$ cat config.mk
export PLATFORM = sky130hd
export DESIGN_NAME = uart_rx_mmio_flat
export DESIGN_NICKNAME = d
export VERILOG_FILES = /design/src/rtl/uart_rx_mmio_if.sv /design/src/rtl/uart_rx_mmio.sv /design/src/flat_wrapper.sv
export SDC_FILE = /design/constraint.sdc
export NUM_CORES = 1
export LEC_CHECK = 0
export ABC_AREA = 0
export CAP_MARGIN = 20
export CORE_UTILIZATION = 56
export CTS_CLUSTER_SIZE = 28
export DETAILED_ROUTE_END_ITERATION = 7
export PLACE_DENSITY = 0.83
export SLEW_MARGIN = 20
export SYNTH_ARGS = -nofsm -noshare
export SYNTH_HDL_FRONTEND = slang
export SYNTH_SLANG_ARGS = --single-unit
$ cat constraint.sdc
create_clock -name clk -period 9.3 [get_ports clk]
set_clock_uncertainty 0.15 [all_clocks]
set_input_delay 1.86 -clock clk [delete_from_list [all_inputs] [get_ports clk]]
set_output_delay 1.86 -clock clk [all_outputs]
set_load 0.02 [all_outputs]
$ cat src/rtl/uart_rx_mmio_if.sv
// MMIO request/response bundle between the CPU IO bus and a peripheral.
// The master drives a request; the slave answers with a one-cycle ready pulse.
interface uart_rx_mmio_if #(
    parameter int unsigned ADDR_W = 32,
    parameter int unsigned XLEN   = 32
);
    logic              req;
    logic              we;
    logic [ADDR_W-1:0] addr;
    logic [XLEN-1:0]   wdata;
    logic [XLEN-1:0]   rdata;
    logic              ready;

    modport master (
        output req, we, addr, wdata,
        input  rdata, ready
    );

    modport slave (
        input  req, we, addr, wdata,
        output rdata, ready
    );
endinterface

$ cat src/rtl/uart_rx_mmio.sv
// UART 8N1 receiver with an RX FIFO and sticky error flags, read by the CPU over MMIO.
// RX_DATA pops one byte per read; RX_STAT reports FIFO state and W1C error flags.
module uart_rx_mmio #(
    parameter int unsigned UART_DIV       = 16,
    parameter int unsigned FIFO_DEPTH     = 8,
    parameter int unsigned ADDR_W         = 32,
    parameter int unsigned XLEN           = 32,
    parameter logic [31:0] IO_BASE_ADDR   = 32'h1000_0000,
    parameter logic [31:0] RX_DATA_OFFSET = 32'h20,
    parameter logic [31:0] RX_STAT_OFFSET = 32'h24
) (
    input  logic           clk,
    input  logic           rst,
    uart_rx_mmio_if.slave  mmio,
    input  logic           uart_rx,
    output logic           rx_irq
);
    localparam int unsigned CntW   = $clog2(UART_DIV);
    localparam int unsigned PtrW   = $clog2(FIFO_DEPTH);
    localparam int unsigned CountW = PtrW + 1;

    localparam logic [CntW-1:0]   HalfBit  = CntW'(UART_DIV / 2 - 1);
    localparam logic [CntW-1:0]   FullBit  = CntW'(UART_DIV - 1);
    localparam logic [ADDR_W-1:0] DataAddr = ADDR_W'(IO_BASE_ADDR + RX_DATA_OFFSET);
    localparam logic [ADDR_W-1:0] StatAddr = ADDR_W'(IO_BASE_ADDR + RX_STAT_OFFSET);
    localparam logic [CountW-1:0] FullCnt  = CountW'(FIFO_DEPTH);

    typedef enum logic [1:0] {StIdle, StStart, StData, StStop} state_e;

    // Two-flop synchronizer plus one delayed copy for edge detection
    logic rx_meta_q, rx_s_q, rx_prev_q;
    logic rx_fall;

    always_ff @(posedge clk or posedge rst) begin
        if (rst) begin
            rx_meta_q <= 1'b1;
            rx_s_q    <= 1'b1;
            rx_prev_q <= 1'b1;
        end else begin
            rx_meta_q <= uart_rx;
            rx_s_q    <= rx_meta_q;
            rx_prev_q <= rx_s_q;
        end
    end

    assign rx_fall = rx_prev_q & ~rx_s_q;

    state_e          state_q, state_d;
    logic [CntW-1:0] cnt_q, cnt_d;
    logic [2:0]      idx_q, idx_d;
    logic [7:0]      sh_q, sh_d;
    logic            rx_push, frame_set;

    always_ff @(posedge clk or posedge rst) begin
        if (rst) begin
            state_q <= StIdle;
            cnt_q   <= '0;
            idx_q   <= '0;
            sh_q    <= '0;
        end else begin
            state_q <= state_d;
            cnt_q   <= cnt_d;
            idx_q   <= idx_d;
            sh_q    <= sh_d;
        end
    end

    always_comb begin
        state_d   = state_q;
        cnt_d     = cnt_q;
        idx_d     = idx_q;
        sh_d      = sh_q;
        rx_push   = 1'b0;
        frame_set = 1'b0;
        unique case (state_q)
            StIdle: begin
                if (rx_fall) begin
                    state_d = StStart;
                    cnt_d   = HalfBit;
                end
            end
            StStart: begin
                if (cnt_q == '0) begin
                    // A start bit that is high again mid-bit was only a glitch
                    if (!rx_s_q) begin
                        state_d = StData;
                        cnt_d   = FullBit;
                        idx_d   = 3'd0;
                    end else begin
                        state_d = StIdle;
                    end
                end else begin
                    cnt_d = cnt_q - CntW'(1);
                end
            end
            StData: begin
                if (cnt_q == '0) begin
                    sh_d  = {rx_s_q, sh_q[7:1]};
                    cnt_d = FullBit;
                    if (idx_q == 3'd7) begin
                        state_d = StStop;
                    end else begin
                        idx_d = idx_q + 3'd1;
                    end
                end else begin
                    cnt_d = cnt_q - CntW'(1);
                end
            end
            StStop: begin
                if (cnt_q == '0) begin
                    rx_push   = rx_s_q;
                    frame_set = ~rx_s_q;
                    state_d   = StIdle;
                end else begin
                    cnt_d = cnt_q - CntW'(1);
                end
            end
            default: state_d = StIdle;
        endcase
    end

    // MMIO: accept a request, answer it on the following edge
    logic              pending_q;
    logic              we_q;
    logic [ADDR_W-1:0] addr_q;
    logic [1:0]        wclr_q;
    logic              ready_q;
    logic [XLEN-1:0]   rdata_q;
    logic [XLEN-1:0]   rd_val;
    logic              accept, fire, hit_data, hit_stat;
    logic              pop, clr_ovr, clr_fe;
    logic              unused_wdata;

    assign unused_wdata = ^mmio.wdata;

    logic [7:0]        mem [FIFO_DEPTH];
    logic [PtrW-1:0]   wr_ptr_q, rd_ptr_q;
    logic [CountW-1:0] count_q;
    logic              full, empty, push_ok, overrun_set;
    logic              ovr_q, fe_q;

    assign accept   = mmio.req & ~pending_q;
    assign fire     = pending_q;
    assign hit_data = (addr_q == DataAddr);
    assign hit_stat = (addr_q == StatAddr);
    assign full     = (count_q == FullCnt);
    assign empty    = (count_q == '0);
    assign pop      = fire & ~we_q & hit_data & ~empty;
    assign clr_ovr  = fire & we_q & hit_stat & wclr_q[0];
    assign clr_fe   = fire & we_q & hit_stat & wclr_q[1];

    // A simultaneous pop frees the slot, so a push into a full FIFO is still legal
    assign push_ok     = rx_push & (~full | pop);
    assign overrun_set = rx_push & full & ~pop;

    always_comb begin
        rd_val = '0;
        if (!we_q) begin
            if (hit_data && !empty) begin
                rd_val[8]   = 1'b1;
                rd_val[7:0] = mem[rd_ptr_q];
            end else if (hit_stat) begin
                rd_val[0]    = ~empty;
                rd_val[1]    = full;
                rd_val[2]    = ovr_q;
                rd_val[3]    = fe_q;
                rd_val[15:8] = 8'(count_q);
            end
        end
    end

    always_ff @(posedge clk or posedge rst) begin
        if (rst) begin
            pending_q <= 1'b0;
            we_q      <= 1'b0;
            addr_q    <= '0;
            wclr_q    <= '0;
            ready_q   <= 1'b0;
            rdata_q   <= '0;
        end else begin
            ready_q <= fire;
            if (fire) begin
                rdata_q   <= rd_val;
                pending_q <= 1'b0;
            end
            if (accept) begin
                pending_q <= 1'b1;
                we_q      <= mmio.we;
                addr_q    <= mmio.addr;
                wclr_q    <= mmio.wdata[3:2];
            end
        end
    end

    assign mmio.ready = ready_q;
    assign mmio.rdata = rdata_q;

    always_ff @(posedge clk) begin
        if (push_ok) begin
            mem[wr_ptr_q] <= sh_q;
        end
    end

    always_ff @(posedge clk or posedge rst) begin
        if (rst) begin
            wr_ptr_q <= '0;
            rd_ptr_q <= '0;
            count_q  <= '0;
            ovr_q    <= 1'b0;
            fe_q     <= 1'b0;
        end else begin
            if (push_ok) begin
                wr_ptr_q <= wr_ptr_q + PtrW'(1);
            end
            if (pop) begin
                rd_ptr_q <= rd_ptr_q + PtrW'(1);
            end
            if (push_ok && !pop) begin
                count_q <= count_q + CountW'(1);
            end else if (pop && !push_ok) begin
                count_q <= count_q - CountW'(1);
            end
            // Set beats a same-cycle W1C clear
            ovr_q <= overrun_set | (ovr_q & ~clr_ovr);
            fe_q  <= frame_set | (fe_q & ~clr_fe);
        end
    end

    assign rx_irq = ~empty | ovr_q | fe_q;
endmodule

$ cat src/flat_wrapper.sv
// flat-port wrapper written by rule: the top's interface ports become plain ports
module uart_rx_mmio_flat 
#(
    parameter int unsigned UART_DIV       = 16,
    parameter int unsigned FIFO_DEPTH     = 8,
    parameter int unsigned ADDR_W         = 32,
    parameter int unsigned XLEN           = 32,
    parameter logic [31:0] IO_BASE_ADDR   = 32'h1000_0000,
    parameter logic [31:0] RX_DATA_OFFSET = 32'h20,
    parameter logic [31:0] RX_STAT_OFFSET = 32'h24
)
  (clk, rst, uart_rx, rx_irq, mmio_req, mmio_we, mmio_addr, mmio_wdata, mmio_rdata, mmio_ready);
  uart_rx_mmio_if #(.ADDR_W(ADDR_W), .XLEN(XLEN)) mmio_i ();
  input  logic clk;
  input  logic rst;
  input  logic uart_rx;
  output logic rx_irq;
  input wire logic [$bits(mmio_i.req)-1:0] mmio_req;
  input wire logic [$bits(mmio_i.we)-1:0] mmio_we;
  input wire logic [$bits(mmio_i.addr)-1:0] mmio_addr;
  input wire logic [$bits(mmio_i.wdata)-1:0] mmio_wdata;
  output wire logic [$bits(mmio_i.rdata)-1:0] mmio_rdata;
  output wire logic [$bits(mmio_i.ready)-1:0] mmio_ready;
  assign mmio_i.req = mmio_req;
  assign mmio_i.we = mmio_we;
  assign mmio_i.addr = mmio_addr;
  assign mmio_i.wdata = mmio_wdata;
  assign mmio_rdata = mmio_i.rdata;
  assign mmio_ready = mmio_i.ready;
  uart_rx_mmio #(.UART_DIV(UART_DIV), .FIFO_DEPTH(FIFO_DEPTH), .ADDR_W(ADDR_W), .XLEN(XLEN), .IO_BASE_ADDR(IO_BASE_ADDR), .RX_DATA_OFFSET(RX_DATA_OFFSET), .RX_STAT_OFFSET(RX_STAT_OFFSET)) u_core (.clk(clk), .rst(rst), .mmio(mmio_i), .uart_rx(uart_rx), .rx_irq(rx_irq));
endmodule
; ---- Word level (Yosys, flattened, before mapping)
; Memories as Yosys holds them, arrays and structs flattened.
; Cells that the tools add are included.
[totals]
elab_cells = 117
ramBits = 64
register_bits = 85
memories = 1
out_inout_bits = 34
[op_classes]
n_eq_ne = 16
n_reduce_logical = 15
bitwise = 27
n_mux = 34
add_sub_neg = 6
[mem_list]
columns = name, depth, word_bits, read_ports, rd_clocked_by_memory_dff, wr, line_no
row1 = u_core.mem, 8, 8, 1, 0, 1, uart_rx_mmio.sv:136  ; logic [7:0] mem [FIFO_DEPTH];
[ops]
columns = cell, count
row1 = $eq 32x29->1 const B, 2
row2 = $mux 4, 11
row3 = $mux 16, 1
row4 = $pmux 4 s4, 1
row5 = $mux 3, 5
row6 = $and 1x1->1, 14
row7 = $mux 2, 6
row8 = $ne 2x1->1 const B, 5
row9 = $reduce_and 5->1, 2
row10 = $add 3x1->3 const B, 3
row11 = $logic_not 4->1, 2
row12 = $mux 1, 8
row13 = $not 1->1, 8
row14 = $pmux 2 s4, 1
row15 = $sub 4x1->4 const B, 2
row16 = $ne 2x2->1 const B, 3
row17 = $pmux 3 s2, 1
row18 = $or 1x1->1, 5
row19 = $add 4x1->4 const B, 1
row20 = $eq 2x2->1 const B, 2
row21 = $eq 4x4->1 const B, 1
row22 = $reduce_bool 2->1, 2
row23 = $eq 3x3->1 const B, 1
row24 = $logic_and 1x1->1, 3
row25 = 6 further kinds, 8

; ---- Longest topological paths before layout
; Gate-level depths: netlist of the first run.
[depth]
ltp_word = 10
depth_mapped = 13
mapped_depth_nobuf = 12

; ---- Worst setup path before layout of the first run
; OpenSTA, ideal clock, no wires.
[synth_path]
kind = register to output
from = register u_core.count_q[0]
to = output port rx_irq
slack_ps = 5910
path_buffers = 0
required_ps = 7290
arrival_ps = 1380
stages_incl_launch_ff = 4
cell_sequence = dfrtp_1 nor4_1 inv_1 or3_1
[synth_via]
elab_chain_cells = 4
[synth_rtl]
columns = item, line_no
row1 = start: declaration, uart_rx_mmio.sv:138  ; logic [CountW-1:0] count_q;
row2 = start signal: assignment, uart_rx_mmio.sv:219  ; count_q <= count_q + CountW'(1);
row3 = start signal: assignment, uart_rx_mmio.sv:221  ; count_q <= count_q - CountW'(1);
row4 = $logic_not 4->1, uart_rx_mmio.sv:147  ; assign empty = (count_q == '0);
row5 = $not 1->1, uart_rx_mmio.sv:229  ; assign rx_irq = ~empty | ovr_q | fe_q;
row6 = $or 1x1->1 (2 in a row), uart_rx_mmio.sv:229
row7 = end: declaration, flat_wrapper.sv:17  ; output logic rx_irq;
; Every way passes these cells.

; ---- Final worst setup path of the first run
; Same ends and word-level chain as after synthesis.

==> reports/results.txt, run 1 <==
Worst Hold Slack = 0.206 ns
Layout cells sized above 1 = 0.244
H-tree depth = 4
Pleak = 0.00300 uW
Most used DFF post-synth = dfrtp_1
Grt total ovfl = 0
Core Area = 11400 sq um
Crit end category = primary output
Final Hold Violating Endpoints = 0
Number of synthesized register bits = 145
Status = completed
FF-to-FF End = u_core.count_q[3]
Syn_area_per_cell = 15.5 sq um
Clk slew on worst S/H paths = 0.06 ns
Vias in the first global route = 3999
DR WL/cell = 20.5 um
Critical path class = flip-flop to primary output
Crit Path Max Fanout = 6
Area Growth Syn to Fin = 18.5%
Final worst-path cycle share = 0.502
DR vias/cell = 6.07
GP Congestion = 0.802
Detailed Place HPWL = 8360 um
Initial antenna violation count = 0
Slew Limit Fails = 0
Multi-input logic area = 2370 sq um
PD cells = 232 nW/um^2
YS warnings = 0
Largest net degree at the start of global routing = 82
Mapped Cells = 420
Tmin final = 4.67 ns
CTS Root Cell = clkbuf_16
Seq/Total Area, Yosys = 0.607
R2R setup slack = 5.55 ns
Top post-synthesis cells by area = dfrtp_1 (30%), edfxtp_1 (30%), mux2_2 (8.0%)
RR Startpoint = u_core.cnt_q[0]
RSZ-0062 raised after global routing = false
CTS Sinks = 145
All-layer global routing usage = 0.241
CTS Hold Bufs = 0
Setup TNS = 0 ns
Reg2reg path depth = 12
HP Class = flip-flop to flip-flop
IO Count = 103
Peak supply drop = 0.162 mV
Startpoint types = flip-flop
Port bufs = 52
CTS tree = yes
Horizontal die dimension = 110 um
CTS Buffer Depth = 2
Setup crit start = u_core.count_q[0]
Synthesized area = 6510 sq um
Post-synth top area cell = dfrtp_1
Post-route cell area = 7710 sq um
Final Total Pwr = 1790 uW
Filler instances = 723
Post-DP Area = 7110 sq um
DRC = 0
Setup bufs post-CTS = 0
DIE AREA = 12100 sq um
CP required = 7.29 ns
Critical path arrival = 2.66 ns
Asr flop ratio synth = 0.559
Worst-Margin Slew = 1.05 ns
FF/Latch Area = 3950 sq um
Final nets = 565
First-pass DRT Iterations = 4
Worst-Skew Late Latency = 0.43 ns
Initial DRC Count = 383
Resize count post-CTS = 0
Post-route ant nets = 0
Global-route wire length before repair = 20900 um
Ant. Diodes = 0
Initial Util = 0.572
Setup violators final = 0
Commonest cells in the netlist = dfrtp_1 (78), edfxtp_1 (64), mux2_2 (46), buf_4 (21), mux4_2 (16)
CTS buffer count = 17
Cell with the most instances after synthesis = dfrtp_1
Post-synth EDFFs = 64
Max Clock Freq = 214 MHz
Setup crit end = rx_irq
Yosys top cell area share = 0.300
Die height = 110 um
Max Cap Viol = 0
Library cells used by synthesis = 60
Relative slew slack = 0.301
Via count = 3880
Num rows = 39
Final wirelength = 13100 um
## sequential cells by signal, indices dropped and copies added, names as in the netlist, 2 cells and up, named ones only
name               flops
u_core.idx_q           3
u_core.mmio.rdata     12
u_core.mem            64
u_core.cnt_q           4
u_core.count_q         4
u_core.wclr_q          2
u_core.wr_ptr_q        3
u_core.rd_ptr_q        3
u_core.addr_q         32
u_core.sh_q            8
## critical path, cell delays in order (launching register included)
cell and delay (ns):
dfrtp_1 0.47, nor4_1 0.76, inv_1 0.13, or3_1 0.33, clkdlybuf4s50_1 0.55
## cells in the final DEF (no fill, tap or decap), drive strengths merged, types with 5 or more instances in the layout
| cell type | netlist | routed |
|---|---|---|
| a21oi | 11 | 11 |
| a22o | 5 | 5 |
| a311o | 5 | 5 |
| and2b | 6 | 6 |
| buf | 31 | 6 |
| clkbuf | 3 | 20 |
| clkdlybuf4s50 | 0 | 52 |
| clkinv | 0 | 5 |
| conb | 1 | 20 |
| dfrtp | 78 | 78 |
| edfxtp | 64 | 64 |
| ha | 12 | 12 |
| inv | 12 | 16 |
| mux2 | 46 | 46 |
| mux2i | 10 | 10 |
| mux4 | 16 | 16 |
| nand2 | 10 | 10 |
| nand2b | 5 | 5 |
| nand3 | 6 | 6 |
| nand4 | 7 | 7 |
| nor2 | 10 | 10 |
| nor4 | 12 | 12 |
| nor4b | 7 | 7 |
| o21ai | 6 | 6 |
| o22a | 5 | 5 |
| xnor2 | 5 | 5 |
## layout make-up
class / instances / area share
Sequential cell: 145 / 0.513
Multi-Input combinational cell: 248 / 0.307
Timing Repair Buffer: 59 / 0.0748
Clock buffer: 19 / 0.0562
Tap cell: 143 / 0.0232
Clock inverter: 13 / 0.0198
Inverter: 12 / 0.00601
## cells by family (layout without fill, tap and decap cells)
logic type      Yosys count  after routing  share of synthesized area
compound gates           59             59                     0.0756
xor+xnor                  5              5                    0.00673
fa+ha+maj                13             13                     0.0261
buf+inv                  46            103                     0.0406
flops                   145            145                      0.607
mux                      72             72                      0.150
other cells               1             20                   0.000576
simple gates             79             79                     0.0927
## per-stage QoR
stage                      util  worst slack (ns)  cells
after CTS                 0.677              4.60    638
final                     0.678              4.63    639
after detailed placement  0.626              5.05    606
after global placement    0.626              5.12    606
after floorplan               -              5.21    439
after global routing      0.678              4.48    639
## routing by layer
layer	share of wire	up-vias	GRT usage
li1	-	1722	-
met1	0.40	1969	0.287
met2	0.52	155	0.406
met3	0.063	34	0.0670
met4	0.023	0	0.109
met5	0	-	0
## how the worst min path moves through the flow
| stage | from | end | cells past startpoint |
|---|---|---|---|
| after global placement | u_core.rx_meta_q | u_core.rx_s_q | 0 |
| after global routing | u_core.rx_meta_q | u_core.rx_s_q | 0 |
| final | u_core.rx_meta_q | u_core.rx_s_q | 0 |
| after detailed placement | u_core.rx_meta_q | u_core.rx_s_q | 0 |
| after CTS | u_core.rx_meta_q | u_core.rx_s_q | 0 |
| after floorplan | u_core.rx_meta_q | u_core.rx_s_q | 0 |
## power by group
part	internal, uW	leakage (uW)	switching (uW)
combinational	153	0.00108	171
sequential	727	0.00163	69.0
clock	400	0.000281	270
Note: power is estimated with default switching activity, not from simulation.
==> inputs of run 2 (changes only) <==
--- a/config.mk
+++ b/config.mk
@@ -7,10 +7,10 @@
 export LEC_CHECK = 0
 export ABC_AREA = 0
 export CAP_MARGIN = 20
-export CORE_UTILIZATION = 56
+export CORE_UTILIZATION = 49
 export CTS_CLUSTER_SIZE = 28
 export DETAILED_ROUTE_END_ITERATION = 7
-export PLACE_DENSITY = 0.83
+export PLACE_DENSITY = 0.77
 export SLEW_MARGIN = 20
 export SYNTH_ARGS = -nofsm -noshare
 export SYNTH_HDL_FRONTEND = slang
==> constraint.sdc (replaced) <==
create_clock -name clk -period 4.1 [get_ports clk]
set_clock_uncertainty 0.15 [all_clocks]
set_input_delay 0.82 -clock clk [delete_from_list [all_inputs] [get_ports clk]]
set_output_delay 0.82 -clock clk [all_outputs]
set_load 0.02 [all_outputs]
==> run 2 against run 1 <==
Sequential power increased by 130%. Largest cell class unchanged. Wire length decreased by 2.5%. First-iteration DRC count fell by 30%. Via count is 1.4% lower.
==> reports/results.txt, run 2 (synthesis gave the netlist of run 1 again) <==
Detailed Place HPWL = 8610 um (+3.0%)
Tmin final = 3.52 ns
DRC = 0 (unchanged)
Initial antenna violation count = 0 (unchanged)
Startpoint types = flip-flop
Setup violators final = 0 (unchanged)
Final Hold Violating Endpoints = 0 (unchanged)
Setup TNS = 0 ns (unchanged)
Largest register FFs = 64 (unchanged)
Metal2 WL = 6730 um (-0.99%)
Most flops, register = u_core.mem
Pleak = 0.00302 uW (+0.70%)
H-tree depth = 4 (unchanged)
Routed wl met3 = 846 um (+2.3%)
Final Total Pwr = 4090 uW (+130%)
Port bufs = 52 (unchanged)
Resize count post-CTS = 0 (unchanged)
Most frequent cells in the layout = dfrtp_1 (78), edfxtp_1 (64), clkdlybuf4s50_1 (52)
DR WL/cell = 19.0 um (-7.6%)
CTS Buffer Depth = 2 (unchanged)
Crit Path Max Fanout = 6 (unchanged)
Clk slew on worst S/H paths = 0.06 ns (about the same)
Relative slew slack = 0.454 (+0.152)
Largest net degree at the start of global routing = 48 (-41%)
Peak supply drop = 0.454 mV (+180%)
CTS Root Cell = clkbuf_16
Fin util = 0.611 (-0.0669)
Worst hold path depth = 0 (unchanged)
IO Count = 103 (unchanged)
DIE AREA = 13700 sq um (+14%)
Area Growth Syn to Fin = 20.0%
DR vias/cell = 5.68 (-6.5%)
Ant. Diodes = 0 (unchanged)
Critical path arrival = 2.55 ns (-0.11 ns)
Most common cell after layout, fill and taps aside = dfrtp_1
CTS tree = yes
Status = completed
Cell depth of the worst setup path = 5 (+1)
Num rows = 41 (+5.1%)
HP Class = flip-flop to flip-flop
Buffer and inverter count on the worst path = 3 (+1)
All-layer global routing usage = 0.207 (-0.0337)
Max Clock Freq = 284 MHz
Slew Limit Fails = 0 (unchanged)
Grt total ovfl = 0 (unchanged)
CP cell instances = nor4_1 > buf_4 > inv_1 > or3_1 > clkdlybuf4s50_1
Initial DRC Count = 267 (-30%)
CTS Hold Bufs = 0 (unchanged)
CP required = 3.13 ns (-4.16 ns)
Via count = 3827 (-1.4%)
Vias in the first global route = 4058 (+1.5%)
Final worst-path cycle share = 0.857
CTS buffer count = 17 (unchanged)
Initial Util = 0.509 (-0.0629)
CTS Sinks = 145 (unchanged)
Setup bufs post-CTS = 0 (unchanged)
RSZ-0062 raised after global routing = false
Worst-Skew Late Latency = 0.42 ns (about the same)
Critical path class = flip-flop to primary output
First-pass DRT Iterations = 5 (+1)
Final nets = 571 (+1.1%)
Final wirelength = 12800 um (-2.5%)
Layout cells sized above 1 = 0.253 (+0.00904)
Worst-Margin Slew = 0.819 ns (-0.229 ns)
PD cells = 524 nW/um^2 (+130%)
Crit end category = primary output
Horizontal die dimension = 117 um (+6.8%)
Crit path max-delay cell type = clkdlybuf4s50_1
Max incr delay on CP = 0.55 ns (-0.21 ns)
Post-route ant nets = 0 (unchanged)
Global-route wire length before repair = 20500 um (-1.6%)
CP top delay family = simple AND/OR/NAND/NOR gates
Die height = 117 um (+6.8%)
GP Congestion = 0.821 (+2.4%)
WL met1 = 4940 um (-5.1%)
Max Cap Viol = 0 (unchanged)
Filler instances = 887 (+23%)
Reg2reg path depth = 12 (unchanged)
Uppermost layer routed = met4
Core Area = 12800 sq um (+12%)
run 2: area by class of cell:
cell class | instances | area [sq um] | share of cell area
Clock buffer | 20 | 447 | 0.0572
Multi-Input combinational cell | 248 | 2370 | 0.303
Tap cell | 172 | 215 | 0.0276
Timing Repair Buffer | 65 | 631 | 0.0808
Inverter | 12 | 46.3 | 0.00593
Clock inverter | 12 | 146 | 0.0188
Sequential cell | 145 | 3950 | 0.506
run 2: where the power goes:
group / switching (uW) / internal, uW / leakage (uW)
clock: 617 / 926 / 0.000281
sequential: 154 / 1650 / 0.00162
combinational: 378 / 365 / 0.00112
run 2: through the flow:
stage | cells | instance area, sq um | hold slack [ns] | setup slack (ns)
final | 674 | 7810 | 0.210 | 0.584
after global routing | 674 | 7810 | 0.217 | 0.413
after CTS | 674 | 7810 | 0.210 | 0.601
after detailed placement | 642 | 7210 | 0.198 | 0.670
after global placement | 642 | 7210 | 0.198 | 0.809
after floorplan | 439 | 6580 | 0.195 | 0.979
run 2: worst register-to-register path: stages (launching register included):
cell,delay (ns)
dfrtp_1,0.47
nor4_1,0.54
nand2b_1,0.36
nor3_4,0.08
inv_2,0.24
a21oi_1,0.13
ha_1,0.23
inv_1,0.13
ha_1,0.25
a21o_1,0.17
a21oi_1,0.16
mux2i_1,0.28
xnor2_1,0.16
run 2: worst paths after layout:
kind                                   start           endpoint  slack (ns)
min reg2reg                 u_core.rx_meta_q      u_core.rx_s_q        0.21
max in group asynchronous                rst  u_core.addr_q[19]        2.48
min in group asynchronous                rst   u_core.addr_q[6]        0.66
min                         u_core.rx_meta_q      u_core.rx_s_q        0.21
max                        u_core.count_q[0]             rx_irq        0.58
max reg2reg                u_core.count_q[0]  u_core.count_q[3]        0.67
run 2: routing by layer:
| metal | track usage | vias to the layer above |
|---|---|---|
| met5 | 0 | - |
| met4 | 0.0869 | 0 |
| met3 | 0.0675 | 25 |
| met2 | 0.363 | 155 |
| met1 | 0.231 | 1921 |
| li1 | - | 1726 |
